`src/rtl/vec_pkg.sv`:
```
// Shared definitions for the vector datapath units.
// Holds the vector length, the width of an element index, and the
// element-index enum that the vector units also use.
package vec_pkg;

    localparam int VEC_LEN = 3;
    localparam int IDX_W   = $clog2(VEC_LEN);

    typedef enum logic [IDX_W-1:0] {
        ELEM_X = 2'd0,
        ELEM_Y = 2'd1,
        ELEM_Z = 2'd2
    } elem_idx_e;

endpackage

```
`src/rtl/vec_serialize_if.sv`:
```
// Bundle for vec_serialize: a 3-element vector AXI-stream in and a scalar
// AXI-stream out.
//   s_axis_vec_*    : vector input stream (tdata, tvalid, tready)
//   m_axis_result_* : scalar output stream (tdata, tvalid, tready, tlast, tuser)
// Modports:
//   slave  - the serializer: consumes the vector stream, produces the scalar stream
//   master - the environment: produces vectors, consumes scalars
//
// Handshake: a beat transfers on a rising edge where valid && ready. Once
// valid is high, it stays high and the payload stays constant until that
// transfer happens. Valid never depends on ready.
interface vec_serialize_if
    import vec_pkg::*;
#(
    parameter int SIZE = 32
);

    logic [VEC_LEN-1:0][SIZE-1:0] s_axis_vec_tdata;
    logic                         s_axis_vec_tvalid;
    logic                         s_axis_vec_tready;

    logic [SIZE-1:0]              m_axis_result_tdata;
    logic                         m_axis_result_tvalid;
    logic                         m_axis_result_tready;
    logic                         m_axis_result_tlast;
    logic [IDX_W-1:0]             m_axis_result_tuser;

    modport slave (
        input  s_axis_vec_tdata,
        input  s_axis_vec_tvalid,
        output s_axis_vec_tready,
        output m_axis_result_tdata,
        output m_axis_result_tvalid,
        input  m_axis_result_tready,
        output m_axis_result_tlast,
        output m_axis_result_tuser
    );

    modport master (
        output s_axis_vec_tdata,
        output s_axis_vec_tvalid,
        input  s_axis_vec_tready,
        input  m_axis_result_tdata,
        input  m_axis_result_tvalid,
        output m_axis_result_tready,
        input  m_axis_result_tlast,
        input  m_axis_result_tuser
    );

endinterface

```
`src/rtl/vec_serialize.sv`:
```
// vec_serialize: turns a 3-element vector stream into a scalar stream,
// emitting element 0, 1, 2 on consecutive beats. tlast marks element 2, and
// tuser carries the element index.
// A two-slot buffer (active + next) lets a new vector be accepted while the
// current one is still being emitted, so back-to-back vectors produce
// bubble-free output.
// Ports:
//   aclk   - clock, rising edge
//   areset - synchronous, active-high reset
//   bus    - vec_serialize_if.slave (vector in, scalar out)
module vec_serialize
    import vec_pkg::*;
#(
    parameter int SIZE = 32
) (
    input  logic            aclk,
    input  logic            areset,
    vec_serialize_if.slave  bus
);

    logic                         r_active_valid;
    logic [VEC_LEN-1:0][SIZE-1:0] r_active_data;
    logic [IDX_W-1:0]             r_idx;
    logic                         r_next_valid;
    logic [VEC_LEN-1:0][SIZE-1:0] r_next_data;

    logic                         w_active_valid;
    logic [VEC_LEN-1:0][SIZE-1:0] w_active_data;
    logic [IDX_W-1:0]             w_idx;
    logic                         w_next_valid;
    logic [VEC_LEN-1:0][SIZE-1:0] w_next_data;

    logic w_tvalid;
    logic w_tready;
    logic w_out_hs;
    logic w_in_hs;
    logic w_vacate;

    // Input readiness comes only from registered state, so there is no
    // combinational path from the downstream tready to the upstream tready.
    assign w_tready = !r_next_valid && !areset;
    assign w_tvalid = r_active_valid && !areset;

    assign w_out_hs = w_tvalid && bus.m_axis_result_tready;
    assign w_in_hs  = bus.s_axis_vec_tvalid && w_tready;
    assign w_vacate = w_out_hs && (r_idx == ELEM_Z);

    assign bus.s_axis_vec_tready    = w_tready;
    assign bus.m_axis_result_tvalid = w_tvalid;
    assign bus.m_axis_result_tdata  = r_active_data[r_idx];
    assign bus.m_axis_result_tuser  = r_idx;
    assign bus.m_axis_result_tlast  = r_active_valid && (r_idx == ELEM_Z);

    always_comb begin
        w_active_valid = r_active_valid;
        w_active_data  = r_active_data;
        w_idx          = r_idx;
        w_next_valid   = r_next_valid;
        w_next_data    = r_next_data;

        if (w_out_hs) begin
            if (r_idx != ELEM_Z) begin
                w_idx = r_idx + IDX_W'(1);
            end else begin
                w_idx = '0;
                if (r_next_valid) begin
                    w_active_data = r_next_data;
                    w_next_valid  = 1'b0;
                end else begin
                    w_active_valid = 1'b0;
                end
            end
        end

        // An accepted vector implies next is empty (tready requires it), so
        // the promotion above and this write never collide. If the active
        // slot is free or draining this cycle, the input goes straight to
        // active and the element-0 beat follows with no bubble.
        if (w_in_hs) begin
            if (!r_active_valid || (w_vacate && !r_next_valid)) begin
                w_active_data  = bus.s_axis_vec_tdata;
                w_active_valid = 1'b1;
                w_idx          = '0;
            end else begin
                w_next_data  = bus.s_axis_vec_tdata;
                w_next_valid = 1'b1;
            end
        end
    end

    always_ff @(posedge aclk) begin
        if (areset) begin
            r_active_valid <= 1'b0;
            r_next_valid   <= 1'b0;
            r_idx          <= '0;
        end else begin
            r_active_valid <= w_active_valid;
            r_next_valid   <= w_next_valid;
            r_idx          <= w_idx;
        end
        r_active_data <= w_active_data;
        r_next_data   <= w_next_data;
    end

endmodule

```
`src/flat_wrapper.sv`:
```
// flat-port wrapper written by rule: the top's interface ports become plain ports
module vec_serialize_flat import vec_pkg::*;
#(
    parameter int SIZE = 32
)
  (aclk, areset, bus_s_axis_vec_tdata, bus_s_axis_vec_tvalid, bus_s_axis_vec_tready, bus_m_axis_result_tdata, bus_m_axis_result_tvalid, bus_m_axis_result_tready, bus_m_axis_result_tlast, bus_m_axis_result_tuser);
  vec_serialize_if #(.SIZE(SIZE)) bus_i ();
  input  logic aclk;
  input  logic areset;
  input wire logic [$bits(bus_i.s_axis_vec_tdata)-1:0] bus_s_axis_vec_tdata;
  input wire logic [$bits(bus_i.s_axis_vec_tvalid)-1:0] bus_s_axis_vec_tvalid;
  output wire logic [$bits(bus_i.s_axis_vec_tready)-1:0] bus_s_axis_vec_tready;
  output wire logic [$bits(bus_i.m_axis_result_tdata)-1:0] bus_m_axis_result_tdata;
  output wire logic [$bits(bus_i.m_axis_result_tvalid)-1:0] bus_m_axis_result_tvalid;
  input wire logic [$bits(bus_i.m_axis_result_tready)-1:0] bus_m_axis_result_tready;
  output wire logic [$bits(bus_i.m_axis_result_tlast)-1:0] bus_m_axis_result_tlast;
  output wire logic [$bits(bus_i.m_axis_result_tuser)-1:0] bus_m_axis_result_tuser;
  assign bus_i.s_axis_vec_tdata = bus_s_axis_vec_tdata;
  assign bus_i.s_axis_vec_tvalid = bus_s_axis_vec_tvalid;
  assign bus_s_axis_vec_tready = bus_i.s_axis_vec_tready;
  assign bus_m_axis_result_tdata = bus_i.m_axis_result_tdata;
  assign bus_m_axis_result_tvalid = bus_i.m_axis_result_tvalid;
  assign bus_i.m_axis_result_tready = bus_m_axis_result_tready;
  assign bus_m_axis_result_tlast = bus_i.m_axis_result_tlast;
  assign bus_m_axis_result_tuser = bus_i.m_axis_result_tuser;
  vec_serialize #(.SIZE(SIZE)) u_core (.aclk(aclk), .areset(areset), .bus(bus_i));
endmodule
```
`config.mk`:
```
export PLATFORM = sky130hd
export DESIGN_NAME = vec_serialize_flat
export DESIGN_NICKNAME = d
export VERILOG_FILES = /design/src/rtl/vec_pkg.sv /design/src/rtl/vec_serialize_if.sv /design/src/rtl/vec_serialize.sv /design/src/flat_wrapper.sv
export SDC_FILE = /design/constraint.sdc
export NUM_CORES = 1
export LEC_CHECK = 0
export BUFFER_PORTS_ARGS = -buffer_cell sky130_fd_sc_hd__buf_2
export CORE_MARGIN = 3
export CORE_UTILIZATION = 32
export CTS_CLUSTER_DIAMETER = 50
export CTS_CLUSTER_SIZE = 10
export DETAILED_ROUTE_END_ITERATION = 6
export GPL_TIMING_DRIVEN = 0
export SYNTH_ARGS = -nofsm -noshare
export SYNTH_HDL_FRONTEND = slang
export SYNTH_SLANG_ARGS = --single-unit
```
`constraint.sdc`:
```
create_clock -name aclk -period 6.75 [get_ports aclk]
set_input_delay 1.35 -clock aclk [delete_from_list [all_inputs] [get_ports aclk]]
set_output_delay 1.35 -clock aclk [all_outputs]
set_load 0.05 [all_outputs]
```
* Word level (Yosys, flattened, before mapping)
Cells that the tools add are included.
Cells by class: $add $sub $neg 1, $lt $le $gt $ge 1, eq/ne operators 2, mux-type cells 20, bitwise gates (word level) 1, reductions and logical operators 12
Operators with widths (number):
- two-way mux 96 bit | 5
- binary-select mux 32 bit (select 2 bit) | 1
- two-way mux 32 bit | 1
- two-way mux 1 bit | 9
- two-way mux 2 bit | 4
- logical AND 1 bit | 7
- zero test 1 bit | 3
- < comparator 2 x 3 -> 1 bit (second input constant) | 1
- adder 2 x 1 -> 2 bit (second input constant) | 1
- equality test 2 bit (second input constant) | 1
- inequality test 2 bit (second input constant) | 1
- AND reduction 2 bit | 1
- logical OR 1 bit | 1
- NOT 1 bit | 1
Word-level totals: bits in registers 196, input port bits 100, output and inout port bits 37, logic and storage cells 46

* Logic depth before layout (Yosys ltp)
Gate-level depths: netlist of the first run.
depth after elaboration 8, depth in mapped cells 8, mapped depth without buffers 4

* Least setup slack after synthesis of the first run
Ideal clock, no wire load.
kind input -> register, start point in areset, end point reg u_core.r_next_data[0] in the netlist's numbering, enable pin, library setup time 0.552 ns, data arrival time 6.598 ns, data required time 6.198 ns, path slack -0.400 ns, stages on the path 5, path buffers 2, cell sequence nor2_2 nand2_1 clkbuf_1 buf_2 nor2_1
On the way: word-level cells in the longest chain between the ends 8, elaborated cells on any way between the ends 10, those cells by class 1 x bitwise; 9 x reduce/logical
RTL lines:
- start: declaration | RTL line flat_wrapper.sv:9 | input logic areset;
- zero test 1 bit * | RTL line vec_serialize.sv:41, vec_serialize.sv:42
- logical AND 1 bit | RTL line vec_serialize.sv:42 | assign w_tvalid = r_active_valid && !areset;
- logical AND 1 bit | RTL line vec_serialize.sv:44 | assign w_out_hs = w_tvalid && bus.m_axis_result_tready;
- logical AND 1 bit | RTL line vec_serialize.sv:46 | assign w_vacate = w_out_hs && (r_idx == ELEM_Z);
- logical AND 1 bit | RTL line vec_serialize.sv:80 | if (!r_active_valid || (w_vacate && !r_next_valid)) begin
- logical OR 1 bit | RTL line vec_serialize.sv:80
- NOT 1 bit (no line)
- AND reduction 2 bit (no line) *
- end signal: assignment | RTL line vec_serialize.sv:102 | r_next_data <= w_next_data;
- end: declaration | RTL line vec_serialize.sv:25 | logic [VEC_LEN-1:0][SIZE-1:0] r_next_data;
Every way passes the cells marked *; elsewhere a longest branch is shown, timed or not. A chain may end at the register's enable or synchronous reset.

* Final worst setup path of the first run
start point reg u_core.r_idx[0], in the netlist u_core.bus.m_axis_result_tuser[0], end point out bus_m_axis_result_tdata[4]
On the way: word-level cells in the longest chain between the ends 2
RTL lines:
- start: declaration | RTL line vec_serialize.sv:23 | logic [IDX_W-1:0] r_idx;
- start signal: assignment | RTL line vec_serialize.sv:99 | r_idx <= w_idx;
- binary-select mux 32 bit (select 2 bit) | RTL line vec_serialize.sv:50 | assign bus.m_axis_result_tdata = r_active_data[r_idx];
- two-way mux 32 bit (implied by the code) | RTL line vec_serialize.sv:50
- end: declaration | RTL line flat_wrapper.sv:13 | output wire logic [$bits(bus_i.m_axis_result_tdata)-1:0] bus_m_axis_result_tdata;
Every way passes these cells. The select of a mux whose other input is x is not followed.

==> qor.yml, run 1 <==
run_status:
  outcome: "finished, final reports clean"
route:
  routedWlPerCell_um: 18.9
  routed_wirelength_mm: 21.7
  vias: 5582
  first_pass_iters: 4
  drt_iter0_markers: 366
  drt.antenna.violating_nets: 0
  vias_per_cell: 4.87
  route.detailed.drc: 0
grt:
  grt_usage_pct: 16.6
  grt_first_pass_wirelength_mm: 33.2
  grt_max_degree: 28
  grt-ovfl-total: 0
  antenna_found_initial: 2
  grt_pass1_vias: 5668
final_layout:
  drive_gt1_share_pct: 23.8
  design_area_sq_um: 9570
  layout_common_cells: "buf_2 (146), mux2i_1 (128), dfxtp_1 (100)"
  nNetsFinal: 915
  mostFrequentLayoutCell: "buf_2"
  stdcell_count: 1147
  nFillCells: 2328
  multi_input_comb_area_sq_um: 2660
  diodes: 0
  area_delta_synth_final_pct: 22.4
  register_area_sq_um: 4880
power:
  peakVddDrop_v: 0.000190
  p_per_area_nw_per_um2: 329
  leakage_uw: 0.00324
timing:
  relSlewSlack_pct: 31.7
  hold_violations: 0
  max_freq_mhz: 253
  layout_min_cycle_time_ns: 3.96
  tns_ns: 0
  worstMarginPinSlew_ns: 1.02
  timing.final.ws_setup_ns: 2.79
  period_share_pct: 58.6
  setup_viol_count_final: 0
  slew_viol_final: 0
  clock_skew_ns: 0.00683
  rsz0062_at_grt: "false"
die:
  pin_count: 137
  core_sq_um: 23800
  die_height_um: 162
  die-area_sq_um: 26300
  die_w_um: 162
  start_util_pct: 32.9
  rows: 56
yosys:
  yosysUniqueCellTypes: 25
  syn-mean-instance-area_sq_um: 11.9
  synthesis.nets: 756
  yosysSeqAreaShare_pct: 62.5
  synth_top_area_cell: "edfxtp_1"
  syn_area_sq_um: 7820
  syn_inst: 656
  yosysWarnings: 0
  synth_top_cell_area_share_pct: 36.9
  synth-seq-cells: 196
  synth_area_leaders: "edfxtp_1 (37%), dfxtp_1 (26%), mux2i_1 (16%), a21oi_1 (6.2%), nor3_1 (6.2%)"
placement:
  dp_worst_setup_slack_ns: 2.57
  place_area_sq_um: 9010
  io_buffers: 136
  hpwl_mm: 15.0
  dp_cells: 1115
  gp_congestion: 0.736
worst_setup_path:
  cp-start-kind: "flip-flop"
  crit_family: "buffers and inverters"
  cp.arrival_ns: 2.61
  crit_fanout: 10
  critPathBufInv: 4
  path_class: "flip-flop to primary output"
  required_ns: 5.40
  end_kind: "primary output"
  slowest_stage: "clkbuf_1"
  worstPathCellList: "buf_2 -> nor2b_1 -> clkbuf_1 -> clkbuf_1 -> nand2_1 -> o21ai_1 -> buf_2"
  slowest_delay_ns: 0.52
clock_tree:
  cts_buffers: 17
  cts_root_buf: "clkbuf_16"
  cts-htree-levels: 4
  post_cts_buffers: 0
  clkTransAtPathRegs_ns: 0.07
  cts_resized: 0
  clk_latency_ns: 0.43
  cts_tree: "done"
  clock_sinks: 196
  cts_hold_buf: 0
  clockBufferDepth: 2
worst_hold_path:
  hp-class: "flip-flop to flip-flop"
run:
  drv_cap: 0
## final timing paths
kind                                           from                         end  slack (ns)  cells past startpoint
setup / recovery  u_core.bus.m_axis_result_tuser[0]  bus_m_axis_result_tdata[4]        2.79                      7
hold / removal                u_core.r_next_data[4]     u_core.r_active_data[4]        0.54                      2
setup reg to reg                u_core.r_next_valid      u_core.r_next_data[65]        3.82                      8
hold reg to reg               u_core.r_next_data[4]     u_core.r_active_data[4]        0.54                      2
## synthesized netlist by cell type, drive strengths merged
library cell    n
nand3           1
nor2            8
clkbuf         29
nor3           97
a22oi           2
dfxtp         100
a31o            1
a31oi           1
nand2          33
inv             1
nor2b           2
a21oi          97
edfxtp         96
and3b           1
buf            24
and2            1
o21ai          33
mux2i         128
and3            1
## registers in the layout (all words and copies together), names as in the netlist
register / count
u_core.r_active_data: 96
u_core.r_next_data: 96
u_core.bus.m_axis_result_tuser: 2
u_core.r_active_valid: 1
u_core.r_next_valid: 1
## area by class of cell
class,count,area share (%)
tap,319,4.17
buffer,53,2.84
clock buffer,21,4.81
sequential,196,51.1
clock inverter,11,1.06
multi-input combinational,406,27.8
inverter,1,0.0392
timing repair buffer,140,8.19
## worst reg2reg max path: cells and delay by family (launching register included)
family / cells / cell delay (ns)
buf+inv: 5 / 1.25
flops: 1 / 0.33
simple gates: 3 / 1.04
## logic make-up after synthesis
kind of cell           Yosys count  synth area share, %
muxes                          128                 16.4
and+or+nand+nor                144                 8.80
DFF                            196                 62.5
AOI/OAI and AO/OA              134                 8.79
buffers and inverters           54                 3.52
## metal layers
layer | GRT usage [%] | vias up | share of wire [%]
met2 | 26.2 | 143 | 46
li1 | - | 2742 | -
met5 | 0 | - | 0.097
met3 | 3.70 | 22 | 5.4
met1 | 23.3 | 2671 | 47
met4 | 4.19 | 4 | 1.0
## stage by stage
stage	hold slack, ns	power, uW	utilization (%)
final	0.536	3150	40.3
after global routing	0.563	3300	40.3
after detailed placement	0.527	2200	37.9
after floorplan	0.501	1990	-
after global placement	0.516	2190	37.5
after CTS	0.538	3180	40.3
## power breakdown
group / internal, uW / leakage (uW) / switching, uW / total, uW
sequential: 1420 / 0.00172 / 84.0 / 1500
clock: 529 / 0.000262 / 447 / 976
combinational: 215 / 0.00127 / 458 / 673
total: 2160 / 0.00324 / 989 / 3150
No activity file was read; power rests on OpenSTA's default activity.
==> run 2, diff against run 1 <==
==> constraint.sdc (replaced) <==
create_clock -name aclk -period 3.69 [get_ports aclk]
set_input_delay 0.738 -clock aclk [delete_from_list [all_inputs] [get_ports aclk]]
set_output_delay 0.738 -clock aclk [all_outputs]
set_load 0.05 [all_outputs]
==> run 2 against run 1 <==
Global-route usage fell by 0.34 points. Total power rose by 81%. First-iteration DRC count fell by 7.7%. Non-clock buffer count fell by 1. Largest cell class unchanged. Combinational power rose by 81%.
==> qor.yml, run 2 (same netlist as run 1, synthesis figures left out) <==
run_status:
  outcome: "finished, final reports clean"
timing:
  period_share_pct: 87.4
  hold_violations: 0  # unchanged
  max_freq_mhz: 310
  slew_viol_final: 0  # unchanged
  layout_min_cycle_time_ns: 3.23
  timing.final.ws_setup_ns: 0.464  # -2.33 ns
  rsz0062_at_grt: "false"
  setup_viol_count_final: 0  # unchanged
  worstMarginPinSlew_ns: 0.910  # -0.114 ns
  relSlewSlack_pct: 39.3  # +7.6 points
  clock_skew_ns: 0.0104  # +0.00361 ns
  whs_ns: 0.498  # -0.0383 ns
clock_tree:
  clk_latency_ns: 0.43  # about the same
  cts_tree: "done"
  clockBufferDepth: 2  # unchanged
  cts-htree-levels: 4  # unchanged
  cts_hold_buf: 0  # unchanged
  cts_buffers: 17  # unchanged
  post_cts_buffers: 0  # unchanged
  clkTransAtPathRegs_ns: 0.07  # about the same
  cts_root_buf: "clkbuf_16"
  cts_resized: 0  # unchanged
  clock_sinks: 196  # unchanged
worst_hold_path:
  hp-class: "input pin to flip-flop"
worst_setup_path:
  end_kind: "primary output"
  required_ns: 2.95  # -2.45 ns
  cp-start-kind: "flip-flop"
  cp.arrival_ns: 2.49  # -0.12 ns
  crit_fanout: 10  # unchanged
  path_class: "flip-flop to primary output"
placement:
  io_buffers: 136  # unchanged
  dp_cells: 1114  # -0.090%
  dp_worst_setup_slack_ns: 0.198  # -2.37 ns
  hpwl_mm: 15.1  # +0.43%
  gp_congestion: 0.765  # +3.8%
route:
  first_pass_iters: 5  # +1
  vias: 5565  # -0.30%
  routedWlPerCell_um: 18.8  # -0.54%
  routed_wirelength_mm: 21.6  # -0.54%
  route.detailed.drc: 0  # unchanged
  drt_iter0_markers: 338  # -7.7%
  drt.antenna.violating_nets: 0  # unchanged
  vias_per_cell: 4.85  # -0.30%
grt:
  grt_max_degree: 28  # unchanged
  grt_first_pass_wirelength_mm: 32.2  # -2.9%
  antenna_found_initial: 3  # +1
  grt_pass1_vias: 5513  # -2.7%
  grt-ovfl-total: 0  # unchanged
  grt_usage_pct: 16.3  # -0.34 points
power:
  switching_share_pct: 31.3  # -0.071 points
  seqPwrFrac_pct: 48.2  # +0.5 points
  p_per_area_nw_per_um2: 599  # +82%
  leakage_uw: 0.00323  # -0.35%
  p_int_uw: 3920  # +81%
  pwr-share-comb_pct: 21.5  # about the same
  peakVddDrop_v: 0.000295  # +55%
  p_clk_share_pct: 30.4  # -0.6 points
  p_switching_uw: 1780  # +81%
die:
  rows: 56  # unchanged
  die_w_um: 162  # unchanged
  pin_count: 137  # unchanged
  core_sq_um: 23800  # unchanged
  start_util_pct: 32.9  # unchanged
  die_height_um: 162  # unchanged
  die-area_sq_um: 26300  # unchanged
final_layout:
  stdcell_count: 1147  # unchanged
  nNetsFinal: 914  # -0.11%
  drive_gt1_share_pct: 23.3  # -0.45 points
  layout_common_cells: "buf_2 (146), mux2i_1 (128), dfxtp_1 (100)"
  mostFrequentLayoutCell: "buf_2"
  area_delta_synth_final_pct: 21.8
run:
  drv_cap: 0  # unchanged
==> run 2: cell types whose count changed in the layout (fill, tap and decap cells not counted), sizes merged <==
| cell | change |
|---|---|
| clkinv | +7 |
| inv | -1 |
| clkinvlp | -5 |
| buf | -1 |
| clkbuf | -1 |
| diode | +1 |
==> run 2: area by class of cell <==
class | count | area [sq um]
tap | 319 | 399
clock inverter | 12 | 109
antenna | 1 | 2.50
fill | 2334 | 14200
timing repair buffer | 139 | 741
multi-input combinational | 406 | 2670
buffer | 53 | 272
clock buffer | 20 | 437
inverter | 1 | 3.75
sequential | 196 | 4880
==> run 2: path summary, 6_finish.rpt <==
| check | startpoint | end | depth (start not counted) | slack (ns) |
|---|---|---|---|---|
| worst min register to register | u_core.r_next_data[77] | u_core.r_active_data[77] | 2 | 0.54 |
| worst max register to register | u_core.r_next_valid | u_core.r_next_data[12] | 7 | 0.82 |
| worst min-delay path | bus_s_axis_vec_tdata[25] | u_core.r_next_data[25] | 1 | 0.50 |
| worst max-delay path | u_core.bus.m_axis_result_tuser[0] | bus_m_axis_result_tdata[13] | 7 | 0.46 |
==> run 2: worst max-delay path, stage by stage (launching register included) <==
cell and delay [ns]:
dfxtp_1 0.32, buf_2 0.24, nor2b_1 0.16, clkbuf_1 0.26, clkbuf_1 0.51, nand2_1 0.11
o21ai_1 0.15, buf_2 0.31
==> run 2: through the flow <==
step / area [sq um] / setup TNS (ns) / utilization [%] / total power (uW)
floorplan: 7830 / 0 / - / 3640
global placement: 8910 / -104.59 / 37.5 / 4000
detailed placement: 8970 / 0 / 37.8 / 4020
CTS: 9510 / 0 / 40.1 / 5760
global route: 9520 / 0 / 40.1 / 5980
finish: 9520 / 0 / 40.1 / 5700
==> run 2: power groups by stage <==
| stage | combinational, uW | sequential [uW] | clock [uW] |
|---|---|---|---|
| final | 1220 | 2750 | 1730 |
| after global routing | 1330 | 2780 | 1870 |
| after CTS | 1230 | 2750 | 1780 |
| after detailed placement | 1230 | 2790 | 0 |
| after global placement | 1210 | 2790 | 0 |
| after floorplan | 888 | 2750 | 0 |
==> run 2: metal layers <==
metal / track usage [%] / share of wire, %
met5: 0 / 0.088
met4: 4.42 / 1.1
met2: 26.2 / 48
met1: 22.3 / 47
met3: 3.37 / 4.8
==> run 3, diff against run 2 <==
--- a/config.mk
+++ b/config.mk
@@ -11,7 +11,10 @@
 export CTS_CLUSTER_DIAMETER = 50
 export CTS_CLUSTER_SIZE = 10
 export DETAILED_ROUTE_END_ITERATION = 6
+export GPL_ROUTABILITY_DRIVEN = 0
 export GPL_TIMING_DRIVEN = 0
+export MAX_ROUTING_LAYER = met4
+export SETUP_SLACK_MARGIN = 0.5
 export SYNTH_ARGS = -nofsm -noshare
 export SYNTH_HDL_FRONTEND = slang
 export SYNTH_SLANG_ARGS = --single-unit
==> run 3 against run 2 <==
Register-to-register slack improved by 0.75 ns. Flip-flop and latch count is the same. Clock skew down 0.0016 ns. Wire length rose by 1.4%. Sequential power about the same. Utilization grew 0.27 points. Via count increased by 0.22%. Global-route usage grew 1.0 points. Worst setup slack improved by 0.21 ns.
==> qor.yml, run 3 (same netlist as run 1, synthesis figures left out) <==
run_status:
  outcome: "finished, final reports clean"
final_layout:
  area_delta_synth_final_pct: 22.6
  stdcell_count: 1147  # unchanged
  mostFrequentLayoutCell: "buf_2"
  nFillCells: 2375  # +1.8%
  nNetsFinal: 914  # unchanged
  multi_input_comb_area_sq_um: 2680  # +0.28%
  drive_gt1_share_pct: 24.9  # +1.6 points
  layout_common_cells: "buf_2 (144), mux2i_1 (128), dfxtp_1 (100)"
  register_area_sq_um: 4880  # unchanged
worst_setup_path:
  crit_family: "buffers and inverters"
  critPathBufInv: 3  # -1
  slowest_stage: "buf_1"
  crit_fanout: 10  # unchanged
  slowest_delay_ns: 0.61  # +0.10 ns
  path_class: "flip-flop to primary output"
  required_ns: 2.95  # about the same
  worstPathCellList: "buf_4 -> buf_1 -> mux2i_1 -> o21ai_1 -> buf_2"
  cp-start-kind: "flip-flop"
  end_kind: "primary output"
  cp.arrival_ns: 2.28  # -0.21 ns
timing:
  period_share_pct: 81.9  # -5.6 points
  setup_viol_count_final: 0  # unchanged
  worstMarginPinSlew_ns: 0.776  # -0.134 ns
  rsz0062_at_grt: "false"
  max_freq_mhz: 331  # +6.8%
  layout_min_cycle_time_ns: 3.02  # -0.206 ns
  timing.final.ws_setup_ns: 0.670  # +0.206 ns
  slew_viol_final: 0  # unchanged
  clock_skew_ns: 0.00887  # -0.00157 ns
  hold_violations: 0  # unchanged
  relSlewSlack_pct: 48.3  # +8.9 points
grt:
  grt_busiest_layer: "met2"
  grt_pass1_vias: 5489  # -0.44%
  antenna_found_initial: 1  # -2
  grt_first_pass_wirelength_mm: 33.1  # +2.7%
  met2_usage_pct: 26.7  # +0.44 points
  grt_max_degree: 32  # +14%
  use_met1_pct: 23.6  # +1.3 points
  use_met3_pct: 3.52  # +0.15 points
  grt_usage_pct: 17.3  # +1.0 points
  grt-ovfl-total: 0  # unchanged
clock_tree:
  clock_sinks: 196  # unchanged
  cts_buffers: 17  # unchanged
  clockBufferDepth: 2  # unchanged
  cts-htree-levels: 4  # unchanged
  post_cts_buffers: 0  # unchanged
  clkTransAtPathRegs_ns: 0.08  # about the same
  cts_hold_buf: 0  # unchanged
  cts_tree: "done"
  clk_latency_ns: 0.44  # about the same
  cts_root_buf: "clkbuf_16"
route:
  vias: 5577  # +0.22%
  drt_iter0_markers: 393  # +16%
  first_pass_iters: 5  # unchanged
  route.detailed.drc: 0  # unchanged
  routed_wirelength_mm: 21.9  # +1.4%
  vias_per_cell: 4.86  # +0.22%
  drt.antenna.violating_nets: 0  # unchanged
  routedWlPerCell_um: 19.1  # +1.4%
power:
  leakage_uw: 0.00328  # +1.4%
  p_per_area_nw_per_um2: 604  # +0.76%
  peakVddDrop_v: 0.000284  # -3.6%
placement:
  hpwl_mm: 14.9  # -0.77%
  io_buffers: 136  # unchanged
  dp_worst_setup_slack_ns: 0.757  # +0.559 ns
  dp_cells: 1114  # unchanged
worst_hold_path:
  hp-class: "input pin to flip-flop"
die:
  rows: 56  # unchanged
  core_sq_um: 23800  # unchanged
  die_height_um: 162  # unchanged
  pin_count: 137  # unchanged
  die_w_um: 162  # unchanged
  start_util_pct: 32.9  # unchanged
  die-area_sq_um: 26300  # unchanged
run:
  drv_cap: 0  # unchanged
## run 3: cell count changes in the layout (fill, tap and decap cells not counted), sizes merged
cell,before,now
buf,163,160
clkdlybuf4s15,0,1
clkinv,10,6
clkinvlp,0,2
inv,2,6
## run 3: per-layer routing
metal	share of wire (%)	wire (um)	up-vias
met5	0	0	-
met4	0.91	199	0
met3	5.0	1090	13
met2	47	10300	147
met1	47	10200	2668
li1	-	-	2749
## run 3: worst paths after layout
check | from | to | slack [ns] | depth (start not counted)
worst min register to register | u_core.r_next_data[95] | u_core.r_active_data[95] | 0.53 | 2
worst max-delay path | u_core.bus.m_axis_result_tuser[1] | bus_m_axis_result_tdata[20] | 0.67 | 5
worst max register to register | u_core.bus.m_axis_result_tuser[0] | u_core.r_active_data[81] | 1.57 | 7
worst min-delay path | bus_s_axis_vec_tdata[50] | u_core.r_next_data[50] | 0.49 | 1
## run 3: what timing repair did
item                       4_1_cts  5_1_grt
resized for setup                6        8
pin swaps                        0        0
setup endpoints to repair       30       24
## run 3: area by class of cell
type                            instances  share of cell area, %
Sequential cell                       196                   51.0
Multi-Input combinational cell        406                   27.9
Timing Repair Buffer                  139                   7.76
Clock buffer                           18                   4.58
Tap cell                              319                   4.17
Buffer                                 53                   3.20
Clock inverter                         14                   1.32
Inverter                                1                 0.0392
Antenna cell                            1                 0.0261
## run 3: power breakdown
group / total (uW) / switching [uW] / internal (uW) / leakage [uW]
sequential: 2740 / 145 / 2590 / 0.00172
combinational: 1240 / 840 / 396 / 0.00129
clock: 1810 / 851 / 957 / 0.000278
## run 3: stage by stage
step                      hold slack [ns]  power, uW  cell area (sq um)  TNS, ns  util (%)
after CTS                           0.465       5840               9580        0      40.3
after floorplan                     0.509       3640               7850        0         -
after global placement              0.515       4000               8930   -59.12      37.6
after detailed placement            0.525       4030               8990        0      37.9
after global routing                0.469       6060               9580        0      40.3
final                               0.489       5780               9580        0      40.3
